`src/rtl/can_pkg.sv`:
```
// Shared CAN TX types: frame bundle, sequencer states and field widths.
package can_pkg;

    localparam int CAN_ID_W      = 11;
    localparam int CAN_DLC_W     = 4;
    localparam int CAN_MAX_BYTES = 8;

    typedef struct packed {
        logic [CAN_ID_W-1:0]            id;
        logic [CAN_DLC_W-1:0]           dlc;
        logic [CAN_MAX_BYTES-1:0][7:0]  data;
    } can_frame_t;

    typedef enum logic [2:0] {
        S_IDLE,
        S_WAIT_IDLE,
        S_ACTIVE,
        S_BACKOFF,
        S_RELEASE,
        S_SETTLE
    } tx_seq_state_e;

endpackage

```
`src/rtl/can_tx_backoff_cnt.sv`:
```
// Loadable down-counter timing the post-error back-off window.
module can_tx_backoff_cnt #(
    parameter int W = 4
) (
    input  logic         clk,
    input  logic         rst,
    input  logic         load,
    input  logic         clear,
    input  logic         en,
    input  logic [W-1:0] load_val,
    output logic         zero
);

    logic [W-1:0] cnt;

    always_ff @(posedge clk or posedge rst) begin
        if (rst) begin
            cnt <= '0;
        end else if (clear) begin
            cnt <= '0;
        end else if (load) begin
            cnt <= load_val;
        end else if (en && (cnt != '0)) begin
            cnt <= cnt - 1'b1;
        end
    end

    assign zero = (cnt == '0);

endmodule

```
`src/rtl/can_tx_sequencer.sv`:
```
// CAN TX sequencer: arms the bit engine, handles retries, bus-off and abort.
// Optional macro CAN_TX_RETRY_LIMIT_EN aborts after MAX_RETRY error retries.
module can_tx_sequencer
    import can_pkg::*;
#(
    parameter int BACKOFF_CYC = 11,
    parameter int MAX_RETRY   = 16,
    parameter int RETRY_W     = 5
) (
    input  logic                       clk,
    input  logic                       rst,
    input  logic                       start_tx,
    input  logic [CAN_ID_W-1:0]        tx_id,
    input  logic [CAN_DLC_W-1:0]       tx_dlc,
    input  logic [CAN_MAX_BYTES*8-1:0] tx_data,
    output logic                       tx_done,
    input  logic                       bus_idle,
    input  logic                       bus_off,
    input  logic                       abort_req,
    output logic                       eng_start,
    output logic [CAN_ID_W-1:0]        eng_id,
    output logic [CAN_DLC_W-1:0]       eng_dlc,
    output logic [CAN_MAX_BYTES*8-1:0] eng_data,
    input  logic                       eng_ok,
    input  logic                       eng_arb_lost,
    input  logic                       eng_err,
    output logic                       tx_ok,
    output logic                       tx_abort,
    output logic [RETRY_W-1:0]         retry_cnt,
    output logic                       busy
);

    localparam int BO_W = (BACKOFF_CYC > 1) ? $clog2(BACKOFF_CYC) : 1;
    localparam logic [BO_W-1:0] BO_LOAD = BO_W'(BACKOFF_CYC - 1);

    if (2 ** RETRY_W <= MAX_RETRY) begin : g_bad_retry_w
        $error("RETRY_W too narrow for MAX_RETRY");
    end

    tx_seq_state_e      state;
    can_frame_t         frame;
    logic               abort_pend;
    logic               abort_any;
    logic               limit_hit;
    logic               bo_load;
    logic               bo_clear;
    logic               bo_zero;
    logic [RETRY_W-1:0] retry_inc;

`ifdef CAN_TX_RETRY_LIMIT_EN
    assign limit_hit = (retry_cnt == RETRY_W'(MAX_RETRY - 1));
`else
    assign limit_hit = 1'b0;
`endif

    // An abort raised in the same cycle as a loss/error counts as pending.
    assign abort_any = abort_pend | abort_req;
    assign retry_inc = (&retry_cnt) ? retry_cnt : retry_cnt + 1'b1;

    assign bo_load  = (state == S_ACTIVE) && !eng_ok && !bus_off &&
                      eng_err && !abort_any && !limit_hit;
    assign bo_clear = (state == S_BACKOFF) && (abort_req || bus_off);

    can_tx_backoff_cnt #(
        .W(BO_W)
    ) u_backoff (
        .clk      (clk),
        .rst      (rst),
        .load     (bo_load),
        .clear    (bo_clear),
        .en       (state == S_BACKOFF),
        .load_val (BO_LOAD),
        .zero     (bo_zero)
    );

    assign eng_id   = frame.id;
    assign eng_dlc  = frame.dlc;
    assign eng_data = frame.data;

    always_ff @(posedge clk or posedge rst) begin
        if (rst) begin
            state      <= S_IDLE;
            frame      <= '0;
            abort_pend <= 1'b0;
            retry_cnt  <= '0;
            eng_start  <= 1'b0;
            tx_done    <= 1'b0;
            tx_ok      <= 1'b0;
            tx_abort   <= 1'b0;
            busy       <= 1'b0;
        end else begin
            eng_start <= 1'b0;
            tx_done   <= 1'b0;
            tx_ok     <= 1'b0;
            tx_abort  <= 1'b0;
            unique case (state)
                S_IDLE: begin
                    if (start_tx && !bus_off) begin
                        frame <= {tx_id, tx_dlc, tx_data};
                        busy  <= 1'b1;
                        state <= S_WAIT_IDLE;
                    end
                end
                S_WAIT_IDLE: begin
                    if (abort_req) begin
                        tx_done  <= 1'b1;
                        tx_abort <= 1'b1;
                        state    <= S_RELEASE;
                    end else if (bus_idle && !bus_off) begin
                        eng_start <= 1'b1;
                        state     <= S_ACTIVE;
                    end
                end
                S_ACTIVE: begin
                    if (abort_req) begin
                        abort_pend <= 1'b1;
                    end
                    if (eng_ok) begin
                        abort_pend <= 1'b0;
                        tx_done    <= 1'b1;
                        tx_ok      <= 1'b1;
                        state      <= S_RELEASE;
                    end else if (bus_off) begin
                        state <= S_WAIT_IDLE;
                    end else if (eng_err) begin
                        retry_cnt <= retry_inc;
                        if (abort_any || limit_hit) begin
                            tx_done  <= 1'b1;
                            tx_abort <= 1'b1;
                            state    <= S_RELEASE;
                        end else begin
                            state <= S_BACKOFF;
                        end
                    end else if (eng_arb_lost) begin
                        if (abort_any) begin
                            tx_done  <= 1'b1;
                            tx_abort <= 1'b1;
                            state    <= S_RELEASE;
                        end else begin
                            state <= S_WAIT_IDLE;
                        end
                    end
                end
                S_BACKOFF: begin
                    if (abort_req) begin
                        tx_done  <= 1'b1;
                        tx_abort <= 1'b1;
                        state    <= S_RELEASE;
                    end else if (bus_off || bo_zero) begin
                        state <= S_WAIT_IDLE;
                    end
                end
                S_RELEASE: begin
                    retry_cnt  <= '0;
                    abort_pend <= 1'b0;
                    state      <= S_SETTLE;
                end
                S_SETTLE: begin
                    busy  <= 1'b0;
                    state <= S_IDLE;
                end
                default: begin
                    state <= S_IDLE;
                end
            endcase
        end
    end

endmodule

```
`config.mk`:
```
export PLATFORM = sky130hd
export DESIGN_NAME = can_tx_sequencer
export DESIGN_NICKNAME = d
export VERILOG_FILES = /design/src/rtl/can_pkg.sv /design/src/rtl/can_tx_backoff_cnt.sv /design/src/rtl/can_tx_sequencer.sv
export SDC_FILE = /design/constraint.sdc
export NUM_CORES = 1
export LEC_CHECK = 0
export ABC_AREA = 1
export ABC_CLOCK_PERIOD_IN_PS = 8390
export CAP_MARGIN = 20
export CORE_MARGIN = 1
export CORE_UTILIZATION = 47
export CTS_CLUSTER_DIAMETER = 30
export CTS_CLUSTER_SIZE = 16
export DETAILED_ROUTE_END_ITERATION = 10
export PLACE_DENSITY = 0.91
export SYNTH_ARGS = -nofsm -noshare
export SYNTH_HDL_FRONTEND = slang
export SYNTH_HIERARCHICAL = 1
export SYNTH_SLANG_ARGS = --single-unit
export TNS_END_PERCENT = 5
```
`constraint.sdc`:
```
create_clock -name clk -period 8.39 [get_ports clk]
set_input_delay 0.839 -clock clk [delete_from_list [all_inputs] [get_ports clk]]
set_output_delay 0.839 -clock clk [all_outputs]
set_load 0.05 [all_outputs]
```
==> impl_metrics.csv <==
group,metric,value,unit
sta,fmax,360,MHz
routing,wl_per_cell,13.0,um
critical_path,crit_family,"buffers and inverters",
grt,grt_pass1_vias,3769,
grt,grt.total_usage,22.1,%
critical_path,cpPeakStageDelay,0.63,ns
grt,overflow,0,
synthesis,synth-main-ff-cell,"dfrtp_1",
critical_path,start_kind,"input pin",
place,dpl_cell_area,6240,um2
layout,area_growth_syn_to_layout,44.9,%
sta,skew,0.0125,ns
synthesis,syn_area,4470,um2
critical_path,critical_path.max_fanout,77,
synthesis,synth_edf_count,0,
cts,post_cts_buffers,0,
synthesis,yosysSeqAreaShare,54.3,%
layout,nets,763,
floorplan,pin_count,177,
routing,ant_nets,0,
routing,drtIter0Drc,129,
critical_path,end_kind,"register",
cts,cts_made_buffers,9,
power,p_leak,0.00323,uW
grt,grt_max_degree,87,
synthesis,syn_inst,497,
sta,rsz0062_at_grt,"no",
sta,max_slew_margin,54.2,%
floorplan,rows,35,
synthesis,yosysWarningCount,6,
cts,cts.htree.levels,3,
cts,root_buffer,"clkbuf_8",
floorplan,die_w,99.5,um
routing,first_pass_iters,4,
cts,worstSkewPairLatency,0.36,ns
sta,tns,0,ns
routing,routed_via_density,4.73,
layout,final_common_cell,"clkdlybuf4s50_1",
cts,cts_hold_buf,0,
critical_path,crit_type,"in2reg",
worst_hold_path,hold_class,"reg2reg",
run_status,run_status,"complete, no violations",
critical_path,cpMaxStageDelayCell,"buf_4",
critical_path,cp_common_cell,"nand2_1",
grt,antenna_found_initial,0,
sta,finalCriticalPeriod,2.77,ns
critical_path,crit_buf_inv,5,
sta,worst_hold_slack,0.490,ns
place,place.gp.congestion,0.837,
synthesis,yosysTopAreaCell,"dfrtp_1",
critical_path,ff2ff_path_depth,6,
flow_run,max_cap_violations,0,
cts,clk_pin_slew,0.09,ns
cts,cts_tree,"built",
synthesis,synth_area_leaders,"dfrtp_1 (54%), nand2_1 (9.6%), inv_1 (8.2%)",
sta,hold_viol_final,0,
place,port_buffers,176,
synthesis,synth_top_area_share,54.3,%
layout,final_area,6470,um2
floorplan,die_y,99.5,um
routing,wl,10400,um
floorplan,coreArea,9240,um2
cts,cts-resized-gates,0,
layout,drive_above_1_share,11.4,%
synthesis,synth_cell_type_count,30,
critical_path,path_depth,9,
routing,drcViolationCount,0,
power,ir_drop,0.225,mV
critical_path,crit_chain,"clkdlybuf4s50_1 > inv_2 > nand2_1 > inv_1 > nand3_4 > buf_16 > buf_4 > nand2_1 > o21ai_1",
routing,vias,3804,
grt,grt_pass1_wl,17300,um
cts,clock-sinks,97,
worst_hold_path,whs_path_depth,2,
floorplan,initial_core_util,48.3,%
critical_path,crit_required,8.67,ns
cts,cts_buffer_depth,2,
place,dp_hpwl,7860,um
layout,diodes,0,
sta,setup_viol,0,
sta,slew_viol_final,0,
synthesis,async_flop_share,100,%
sta,fin_crit_sh,33.1,%
layout,final_cell_mix,"clkdlybuf4s50_1 (176), nand2_1 (114), inv_1 (97), dfrtp_1 (97), o21ai_2 (41)",
sta,tightest_slew,0.688,ns
synthesis,syn_area_per_cell,8.99,um2
critical_path,crit_arrival,3.05,ns
floorplan,dieArea,9900,um2
power,p_per_area,411,nW/um2
synthesis,synth_seq_cells,97,
==> synthesized netlist by cell type, types with 5 or more instances <==
| master | instances |
|---|---|
| nand2_1 | 114 |
| inv_1 | 98 |
| dfrtp_1 | 97 |
| o21ai_2 | 41 |
| o21ai_1 | 31 |
| nor2_1 | 27 |
| nand3_1 | 16 |
| o21ai_0 | 15 |
| buf_6 | 14 |
| nand2_2 | 6 |
| a21oi_1 | 5 |
==> kinds of logic after synthesis <==
group                      share of synthesized area (%)
adders and majority gates                           1.12
AOI/OAI and AO/OA                                   14.5
xor gates and xnor gates                           0.588
and+or+nand+nor                                     16.9
buffers and inverters                               12.4
DFF                                                 54.3
other                                              0.168
==> power by group <==
| group | switching [uW] | internal [uW] |
|---|---|---|
| Clock | 161 | 148 |
| Sequential | 127 | 670 |
| Combinational | 1040 | 515 |
| Total | 1330 | 1330 |
==> worst min-delay path: stages (launching register included) <==
cell and delay (ns):
dfrtp_1 0.35, nand2_1 0.06, o21ai_2 0.05
==> routing by layer <==
layer	GRT usage [%]	share of wire (%)
met1	27.2	41
met5	0	0
met4	6.56	1.3
met3	4.29	6.0
met2	39.5	51
==> registers in the layout, indices dropped and copies added (netlist names) <==
register and count:
eng_dlc 4, abort_pend 1, eng_id 11, state 3, retry_cnt 5, eng_data 64, busy 1, eng_start 1
tx_done 1, tx_abort 1, tx_ok 1, u_backoff/cnt 4
==> per-stage QoR <==
step | setup WS (ns) | power (uW) | std cells | util (%)
after floorplan | 5.13 | 1860 | 499 | -
after global placement | 4.99 | 2310 | 788 | 67.6
after detailed placement | 4.89 | 2360 | 788 | 67.6
after CTS | 5.27 | 2680 | 804 | 69.8
after global routing | 5.43 | 2810 | 805 | 70.1
final | 5.62 | 2660 | 805 | 70.1
==> cell type report <==
cell class                      instances  area [um2]
Clock buffer                           11         141
Fill cell                             709        2770
Tap cell                              129         161
Multi-Input combinational cell        283        1500
Sequential cell                        97        2430
Inverter                              101         382
Clock inverter                          5        62.6
Timing Repair Buffer                  179        1800
==> final timing paths <==
kind / slack [ns] / from / endpoint
setup / recovery: 5.62 / bus_off / eng_data[18]
hold / removal: 0.49 / eng_data[6] / eng_data[6]
setup reg to reg: 6.20 / state[1] / eng_data[18]
hold reg to reg: 0.49 / eng_data[6] / eng_data[6]
max in group asynchronous: 6.42 / rst / eng_data[51]
min in group asynchronous: 0.75 / rst / u_backoff/cnt[0]
Power figures use the tool's default switching activity.
